`config.mk`:
```
export PLATFORM = sky130hd
export DESIGN_NAME = crc_frame_engine
export DESIGN_NICKNAME = d
export VERILOG_FILES = /design/src/rtl/crc_pkg.sv /design/src/rtl/crc_beat_step.sv /design/src/rtl/crc_frame_engine.sv
export SDC_FILE = /design/constraint.sdc
export NUM_CORES = 1
export LEC_CHECK = 0
export ABC_AREA = 1
export BUFFER_PORTS_ARGS = -buffer_cell sky130_fd_sc_hd__buf_2
export CAP_MARGIN = 40
export CORE_ASPECT_RATIO = 0.75
export CORE_MARGIN = 1.5
export CORE_UTILIZATION = 50
export DETAILED_ROUTE_END_ITERATION = 10
export PLACE_DENSITY_LB_ADDON = 0.15
export SLEW_MARGIN = 20
export SYNTH_ARGS = -nofsm -noshare
export SYNTH_HDL_FRONTEND = slang
export SYNTH_SLANG_ARGS = --single-unit
```
`constraint.sdc`:
```
create_clock -name i_clk -period 4.9 [get_ports i_clk]
set_clock_uncertainty 0.2 [all_clocks]
set_input_delay 0.98 -clock i_clk [delete_from_list [all_inputs] [get_ports i_clk]]
set_output_delay 0.98 -clock i_clk [all_outputs]
set_load 0.02 [all_outputs]
```
`src/rtl/crc_pkg.sv`:
```
// Shared widths, FSM state encoding and mode constants for the frame-level CRC engine.
package crc_pkg;

    localparam int CRC_WCODE     = 4;
    localparam int CRC_WPOLY     = 3;
    localparam int CRC_MAX_BEATS = 16;

    typedef enum logic [1:0] {
        IDLE = 2'd0,
        ACC  = 2'd1,
        DONE = 2'd2
    } crc_state_t;

    localparam logic CRC_GEN = 1'b0;
    localparam logic CRC_CHK = 1'b1;

endpackage

```
`src/rtl/crc_beat_step.sv`:
```
// One data beat of the MSB-first CRC shift register, unrolled over every bit of the beat.
module crc_beat_step
    import crc_pkg::*;
#(
    parameter int WCODE = CRC_WCODE,
    parameter int WPOLY = CRC_WPOLY
) (
    input  logic [WPOLY-2:0] rem,
    input  logic [WCODE-1:0] data,
    input  logic [WPOLY-2:0] poly,
    output logic [WPOLY-2:0] next_rem
);

    logic [WPOLY-2:0] rem_s;
    logic             fb_s;

    // Shift each data bit in MSB first; the implicit top poly bit never needs storing.
    always_comb begin
        rem_s = rem;
        fb_s  = 1'b0;
        for (int i = WCODE - 1; i >= 0; i--) begin
            fb_s  = rem_s[WPOLY-2] ^ data[i];
            rem_s = (rem_s << 1) ^ (fb_s ? poly : {(WPOLY-1){1'b0}});
        end
        next_rem = rem_s;
    end

endmodule

```
`src/rtl/crc_frame_engine.sv`:
```
// Frame-level CRC engine: accumulates beats over valid/ready and reports generate/check
// results through a held valid/ready output stage.
module crc_frame_engine
    import crc_pkg::*;
#(
    parameter int WCODE     = CRC_WCODE,
    parameter int WPOLY     = CRC_WPOLY,
    parameter int MAX_BEATS = CRC_MAX_BEATS
) (
    input  logic                           i_clk,
    input  logic                           i_rst_n,
    input  logic                           i_valid,
    output logic                           o_ready,
    input  logic [WCODE-1:0]               i_data,
    input  logic                           i_last,
    input  logic                           i_mode,
    input  logic [WPOLY-1:0]               i_poly,
    input  logic [WPOLY-2:0]               i_init,
    input  logic [WPOLY-2:0]               i_crc_rx,
    output logic                           o_valid,
    input  logic                           i_ready,
    output logic [WPOLY-2:0]               o_crc,
    output logic                           o_err,
    output logic                           o_ovf,
    output logic [$clog2(MAX_BEATS+1)-1:0] o_beats
);

    localparam int               CW      = WPOLY - 1;
    localparam int               BW      = $clog2(MAX_BEATS + 1);
    localparam logic [BW-1:0]    MAX_CNT = BW'(MAX_BEATS);
    localparam logic [BW-1:0]    ONE_CNT = BW'(1);

    crc_state_t       state_r;
    logic             mode_r;
    logic [CW-1:0]    poly_r;
    logic [CW-1:0]    rem_r;
    logic [BW-1:0]    count_r;
    logic             ready_r;
    logic             valid_r;
    logic [CW-1:0]    crc_r;
    logic             err_r;
    logic             ovf_r;
    logic [BW-1:0]    beats_r;

    logic [CW-1:0]    seed_s;
    logic [CW-1:0]    poly_s;
    logic             mode_s;
    logic [BW-1:0]    cnt_next_s;
    logic [CW-1:0]    step_s;
    logic             beat_ok_s;
    logic             end_s;
    logic             cut_s;
    logic             err_s;
    logic             unused_poly_msb_s;

    assign unused_poly_msb_s = i_poly[WPOLY-1];

    crc_beat_step #(
        .WCODE (WCODE),
        .WPOLY (WPOLY)
    ) u_step (
        .rem      (seed_s),
        .data     (i_data),
        .poly     (poly_s),
        .next_rem (step_s)
    );

    // Frame-start beats take mode/poly/init from the ports; later beats use the latched copies.
    always_comb begin
        seed_s     = rem_r;
        poly_s     = poly_r;
        mode_s     = mode_r;
        cnt_next_s = count_r + ONE_CNT;
        if (state_r == IDLE) begin
            seed_s     = i_init;
            poly_s     = i_poly[WPOLY-2:0];
            mode_s     = i_mode;
            cnt_next_s = ONE_CNT;
        end else begin
            seed_s     = rem_r;
            poly_s     = poly_r;
            mode_s     = mode_r;
            cnt_next_s = count_r + ONE_CNT;
        end
        beat_ok_s = i_valid && ready_r;
        cut_s     = (cnt_next_s == MAX_CNT) && !i_last;
        end_s     = i_last || (cnt_next_s == MAX_CNT);
        if (mode_s == CRC_CHK) begin
            err_s = cut_s || (step_s != i_crc_rx);
        end else begin
            err_s = 1'b0;
        end
    end

    // Frame FSM with all handshake and result outputs registered.
    always_ff @(posedge i_clk) begin
        if (!i_rst_n) begin
            state_r <= IDLE;
            mode_r  <= CRC_GEN;
            poly_r  <= {CW{1'b0}};
            rem_r   <= {CW{1'b0}};
            count_r <= {BW{1'b0}};
            ready_r <= 1'b1;
            valid_r <= 1'b0;
            crc_r   <= {CW{1'b0}};
            err_r   <= 1'b0;
            ovf_r   <= 1'b0;
            beats_r <= {BW{1'b0}};
        end else begin
            case (state_r)
                IDLE, ACC: begin
                    if (beat_ok_s) begin
                        mode_r  <= mode_s;
                        poly_r  <= poly_s;
                        rem_r   <= step_s;
                        count_r <= cnt_next_s;
                        if (end_s) begin
                            state_r <= DONE;
                            ready_r <= 1'b0;
                            valid_r <= 1'b1;
                            crc_r   <= step_s;
                            err_r   <= err_s;
                            ovf_r   <= cut_s;
                            beats_r <= cnt_next_s;
                        end else begin
                            state_r <= ACC;
                        end
                    end
                end
                DONE: begin
                    // Handoff cycle accepts no beat, giving the mandatory inter-frame bubble.
                    if (i_ready) begin
                        state_r <= IDLE;
                        ready_r <= 1'b1;
                        valid_r <= 1'b0;
                        rem_r   <= {CW{1'b0}};
                        count_r <= {BW{1'b0}};
                    end
                end
                default: begin
                    state_r <= IDLE;
                    ready_r <= 1'b1;
                    valid_r <= 1'b0;
                end
            endcase
        end
    end

    assign o_ready = ready_r;
    assign o_valid = valid_r;
    assign o_crc   = crc_r;
    assign o_err   = err_r;
    assign o_ovf   = ovf_r;
    assign o_beats = beats_r;

endmodule

```
==> results of run 1 <==
Yosys cell counts (3+ instances only):
library cell,instances,area (sq um)
nand2_1,55,206.5
nand3_2,4,40.04
a211oi_1,3,22.52
nand4_1,4,25.02
nand3_1,17,85.08
o21ai_0,7,35.03
dfxtp_1,23,460.4
a21oi_1,17,85.08
nand2_2,5,31.28
nand2_4,3,33.78
nor2_1,14,52.55
inv_1,27,101.4
routing by layer:
layer	routed length, microns	global-route usage [%]	vias to the layer above
li1	-	-	690
met1	1485	30.46	608
met2	1379	37.92	46
met3	233	8.264	2
met4	13	4.255	0
met5	0	0	-
flip-flops by register name, indices dropped and copies added, names as in the netlist:
register,flops
o_valid,1
state_r,2
rem_r,2
o_crc,2
o_ready,1
poly_r,2
count_r,5
mode_r,1
o_err,1
o_ovf,1
o_beats,5
power groups by stage:
stage / Clock, mW / Combinational, mW / Sequential [mW]
4_1_cts: 0.0923 / 0.177 / 0.215
6_report: 0.0903 / 0.177 / 0.215
2_1_floorplan: 0 / 0.125 / 0.227
5_1_grt: 0.101 / 0.199 / 0.217
3_3_place_gp: 0 / 0.171 / 0.218
3_5_place_dp: 0 / 0.176 / 0.219
tightest hold or removal path, cell delays in order, from the launching register on:
cell and delay (ns):
dfxtp_1 0.34, nand2_1 0.06, a21oi_1 0.05
through the flow:
step / cell area, sq um / util (%) / setup WS (ns) / total power, mW / cells
global route: 1491 / 62.57 / 1.464 / 0.5175 / 258
finish: 1491 / 62.57 / 1.786 / 0.4831 / 258
CTS: 1491 / 62.57 / 1.814 / 0.4846 / 258
floorplan: 1304 / - / 2.413 / 0.3522 / 197
global placement: 1464 / 61.42 / 1.907 / 0.3893 / 254
detailed placement: 1464 / 61.42 / 1.868 / 0.3957 / 254
cells by family after synthesis:
family	Yosys count
and+or+nand+nor	107
AOI/OAI and AO/OA	33
buffers and inverters	32
DFF	23
muxes	1
adders and majority gates	1
final cells by class:
class | instances | area, sq um
well taps | 34 | 42.54
fillers | 233 | 892.1
repair buffers | 26 | 130.1
clock buffers | 3 | 22.52
inverters | 29 | 108.9
multi-input cells | 142 | 721.9
clock inverters | 1 | 5.005
flip-flops and latches | 23 | 460.4
final timing paths:
check / cells past startpoint / end / slack [ns]
hold reg to reg: 2 / o_beats[2]$_SDFFE_PN0P_ / 0.27
setup / recovery: 13 / o_err$_SDFFE_PN0P_ / 1.79
setup reg to reg: 13 / o_err$_SDFFE_PN0P_ / 1.79
hold / removal: 2 / o_beats[2]$_SDFFE_PN0P_ / 0.27
==> flow_metrics.env, run 1 <==
export IMPL_synth_simple_area_share_pct=39.25
export IMPL_holdBufCountCts=0
export IMPL_seqPwrFrac_pct=44.6
export IMPL_p_leak_nw=0.7151
export IMPL_grt_pass1_wl_microns=4926
export IMPL_hp_start="o_beats[2]$_SDFFE_PN0P_"
export IMPL_dr_first_iter_drc_count=113
export IMPL_cp_slowest_cell="nor2_1"
export IMPL_fmax_mhz=321.2
export IMPL_io_buffers=26
export IMPL_drt_wl_total_microns=3111
export IMPL_synth_area_mux_share_pct=0.7678
export IMPL_ys_types=27
export IMPL_dp_hpwl_microns=2362
export IMPL_ys_seq_elements=23
export IMPL_switchingPower_mw=0.1920
export IMPL_drt_pass1_iter_count=7
export IMPL_finalCritPeriodShare_pct=63.54
export IMPL_initial_core_util_pct=54.70
export IMPL_viasPerCell=5.217
export IMPL_drv_slew=0
export IMPL_vias=1346
export IMPL_final_common_cell="nand2_1"
export IMPL_async_flop_share_pct=0
export IMPL_timing_hold_violations_final=0
export IMPL_antenna_found_initial=0
export IMPL_die_w_microns=61.97
export IMPL_synth_cells=197
export IMPL_layout_common_cells="nand2_1 (55), inv_1 (27), buf_2 (26), dfxtp_1 (23)"
export IMPL_grt_setup_unrepaired="false"
export IMPL_area_growth_pct=14.40
export IMPL_cts_resized=0
export IMPL_synth_top_family_by_area="simple AND/OR/NAND/NOR gates"
export IMPL_fin_nets=243
export IMPL_cts_max_level=1
export IMPL_synth_ff_type="dfxtp_1"
export IMPL_ys_warn_count=0
export IMPL_sw_frac_of_total_pct=39.75
export IMPL_cp_buffers_inverters=1
export IMPL_netlist_area_sq_um=1304
export IMPL_path_class="flop to flop"
export IMPL_drc_errors=0
export IMPL_cts_root_buf="clkbuf_4"
export IMPL_path_cells="ha_1 > nand2_1 > nor2_1 > o21ai_0 > a21oi_1 > nand3_1 > nand3b_1 > nand2_1 > nor2_1 > inv_1 > nor2_1 > nand2_1 > a21oi_2"
export IMPL_postCtsSetupBuffers=0
export IMPL_synth_edf_count=0
export IMPL_grt_pass1_vias=1123
export IMPL_coreArea_sq_um=2384
export IMPL_worst_endpoint_arrival_ns=3.15
export IMPL_ant_nets=0
export IMPL_syn_avg_cell_area_sq_um=6.618
export IMPL_fin_crit_ns=3.114
export IMPL_wire_per_inst_microns=12.06
export IMPL_startpoint_type="flop"
export IMPL_pin_count=28
export IMPL_grtUsageTotal_pct=23.36
export IMPL_diodes=0
export IMPL_clkPwrFrac_pct=18.7
export IMPL_powerDensity_nw_per_um2=323.9
export IMPL_gp_congestion=0.8789
export IMPL_row_count=15
export IMPL_status="completed"
export IMPL_cp_top_family="simple AND/OR/NAND/NOR gates"
export IMPL_timing_rr_start="count_r[0]$_SDFFE_PN0P_"
export IMPL_p_int_mw=0.2911
export IMPL_timing_hold_ws_ns=0.2706
export IMPL_grt_max_degree=18
export IMPL_finalSetupViolCount=0
export IMPL_yosys_area_share_adder_pct=0.9597
export IMPL_cts_inserted_buffers=3
export IMPL_synth_xor_area_share_pct=0
export IMPL_hold_path_class="flop to flop"
export IMPL_drive_above_1_share_pct=20.98
export IMPL_clkTransAtPathRegs_ns=0.14
export IMPL_cp_slowest_stage_delay_ns=0.63
export IMPL_ys_seq_area_share_pct=35.32
export IMPL_cts_tree="done"
export IMPL_peakVddDrop_mv=0.1581
export IMPL_grt_ovfl_total=0
export IMPL_clockBufferDepth=2
export IMPL_synth_compound_area_share_pct=14.40
export IMPL_path_max_fanout=13
export IMPL_drv_cap=0
export IMPL_synth_fp_nets=215
export IMPL_slew_headroom_pct=45.51
export IMPL_clk_latency_ns=0.32
export IMPL_crit_path_end_kind="flop"
export IMPL_dieHeight_microns=47.22
export IMPL_critPathRequiredTime_ns=4.94
export IMPL_crit_start="count_r[0]$_SDFFE_PN0P_"
export IMPL_power_frac_comb_pct=36.7
export IMPL_fin_setup_tns_ns=0
export IMPL_tightest_slew_ns=0.8144
export IMPL_cts_num_sinks=23
export IMPL_dieArea_sq_um=2926
Note: power is estimated with default switching activity, not from simulation.
==> run 2: changes to the inputs <==
--- a/config.mk
+++ b/config.mk
@@ -10,7 +10,7 @@
 export CAP_MARGIN = 40
 export CORE_ASPECT_RATIO = 0.75
 export CORE_MARGIN = 1.5
-export CORE_UTILIZATION = 50
+export CORE_UTILIZATION = 48
 export DETAILED_ROUTE_END_ITERATION = 10
 export PLACE_DENSITY_LB_ADDON = 0.15
 export SLEW_MARGIN = 20
==> constraint.sdc (replaced) <==
create_clock -name i_clk -period 2.6 [get_ports i_clk]
set_clock_uncertainty 0.2 [all_clocks]
set_input_delay 0.52 -clock i_clk [delete_from_list [all_inputs] [get_ports i_clk]]
set_output_delay 0.52 -clock i_clk [all_outputs]
set_load 0.02 [all_outputs]
==> flow_metrics.env, run 2 (same netlist as run 1, synthesis figures left out) <==
export IMPL_io_buffers=26
export IMPL_seqCellArea_sq_um=460.4
export IMPL_reg2reg_depth=19
export IMPL_diodes=0
export IMPL_vias=1330
export IMPL_startpoint_type="flop"
export IMPL_clk_latency_ns=0.32
export IMPL_grt_max_degree=18
export IMPL_grtUsageTotal_pct=20.80
export IMPL_gr_usage_met2_pct=35.96
export IMPL_postLayoutCoreUtil_pct=58.56
export IMPL_coreArea_sq_um=2603
export IMPL_timing_rr_end="o_err$_SDFFE_PN0P_"
export IMPL_grt_pass1_wl_microns=4754
export IMPL_worst_endpoint_arrival_ns=2.35
export IMPL_timing_hold_ws_ns=0.2431
export IMPL_gp_congestion=0.8364
export IMPL_grt_pass1_vias=1079
export IMPL_finalCritPeriodShare_pct=90.64
export IMPL_path_class="flop to flop"
export IMPL_hp_start="i_rst_n"
export IMPL_antenna_found_initial=0
export IMPL_fin_crit_ns=2.357
export IMPL_grt_setup_unrepaired="false"
export IMPL_multi_input_area_sq_um=729.5
export IMPL_cts_tree="done"
export IMPL_initial_core_util_pct=50.10
export IMPL_status="completed"
export IMPL_n_fill_cell=257
export IMPL_tightest_slew_ns=0.4689
export IMPL_min_path_cells=2
export IMPL_clockBufferDepth=2
export IMPL_cts_inserted_buffers=3
export IMPL_area_growth_pct=16.89
export IMPL_dieArea_sq_um=3041
export IMPL_fin_nets=246
export IMPL_fin_setup_tns_ns=0
export IMPL_p_leak_nw=0.7307
export IMPL_timing_hold_violations_final=0
export IMPL_dieHeight_microns=48.14
export IMPL_layout_common_cells="nand2_1 (55), inv_1 (27), buf_2 (26), dfxtp_1 (23)"
export IMPL_dr_first_iter_drc_count=62
export IMPL_dp_hpwl_microns=2290
export IMPL_final_common_cell="nand2_1"
export IMPL_grt_util_met1_pct=27.44
export IMPL_holdBufCountCts=0
export IMPL_clkTransAtPathRegs_ns=0.13
export IMPL_slew_headroom_pct=68.54
export IMPL_grt_ovfl_total=0
export IMPL_r2r_setup_slack_ns=0.24
export IMPL_die_w_microns=63.18
export IMPL_drt_pass1_iter_count=4
export IMPL_peakVddDrop_mv=0.3654
export IMPL_drive_above_1_share_pct=22.03
export IMPL_drc_errors=0
export IMPL_cts_root_buf="clkbuf_4"
export IMPL_min_to="o_ready$_SDFFE_PN1P_"
export IMPL_drv_cap=0
export IMPL_cts_max_level=1
export IMPL_critPathRequiredTime_ns=2.59
export IMPL_busiest_layer="met2"
export IMPL_pin_count=28
export IMPL_drt_wl_total_microns=2951
export IMPL_crit_path_end_kind="flop"
export IMPL_viasPerCell=5.057
export IMPL_row_count=16
export IMPL_cts_num_sinks=23
export IMPL_wire_per_inst_microns=11.22
export IMPL_timing_rr_start="state_r[1]$_SDFFE_PN0P_"
export IMPL_finalSetupViolCount=0
export IMPL_grt_use_met3_pct=4.157
export IMPL_powerDensity_nw_per_um2=602.1
export IMPL_hold_path_class="input port to flop"
export IMPL_fmax_mhz=424.3
export IMPL_path_max_fanout=9
export IMPL_ant_nets=0
export IMPL_drv_slew=0
run 2: critical path, cell delays in order, from the launching register on:
cell	delay, ns
dfxtp_1	0.46
inv_2	0.10
nand2_4	0.11
nand2_1	0.10
nand2_4	0.13
nand3_2	0.09
nand2_2	0.09
nand2_2	0.06
nor2_2	0.07
nand2_1	0.06
nand2_2	0.10
nand2_2	0.07
nand2_4	0.07
nand3_2	0.09
nand2_1	0.08
inv_1	0.04
nor2_1	0.10
nand3_1	0.07
nand2_1	0.08
a21oi_2	0.05
run 2: power by group:
part           switching [mW]  total, mW  internal (mW)
Combinational           0.230      0.348          0.118
Sequential             0.0211      0.405          0.384
Clock                   0.107      0.164         0.0576
run 2: how the worst max path moves through the flow:
stage	start	endpoint	slack, ns
after floorplan	state_r[1]$_SDFFE_PN0P_	o_err$_SDFFE_PN0P_	0.51
after global placement	state_r[1]$_SDFFE_PN0P_	o_err$_SDFFE_PN0P_	0.27
after detailed placement	state_r[1]$_SDFFE_PN0P_	o_err$_SDFFE_PN0P_	0.21
after CTS	state_r[1]$_SDFFE_PN0P_	o_err$_SDFFE_PN0P_	0.18
after global routing	state_r[1]$_SDFFE_PN0P_	o_err$_SDFFE_PN0P_	0.04
final	state_r[1]$_SDFFE_PN0P_	o_err$_SDFFE_PN0P_	0.24
run 2: timing repair:
| action | CTS | global route |
|---|---|---|
| resized for setup | 0 | 1 |
| setup endpoints to repair | 0 | 1 |
| buffers inserted | 0 | 1 |
run 2: metrics by stage:
step	power, mW	cell area [sq um]	setup WS, ns	std cells
after CTS	0.9134	1509	0.1765	262
after global routing	0.9873	1524	0.03943	263
after global placement	0.7386	1481	0.2673	258
after floorplan	0.6637	1304	0.5101	197
after detailed placement	0.7492	1481	0.2110	258
final	0.9176	1524	0.2433	263
run 2: routing by layer:
metal / share of wire [%] / wire (microns) / vias up
met5: 0 / 0 / -
met4: 1.3 / 38 / 0
met3: 6.0 / 176 / 4
met2: 44 / 1303 / 46
met1: 49 / 1432 / 578
li1: - / - / 702
run 2: layout make-up:
cell class | instances | area share [%]
multi-input combinational | 142 | 47.87
tap | 36 | 2.956
clock buffer | 3 | 1.478
timing repair buffer | 29 | 10.02
sequential | 23 | 30.21
clock inverter | 1 | 0.3284
inverter | 29 | 7.143
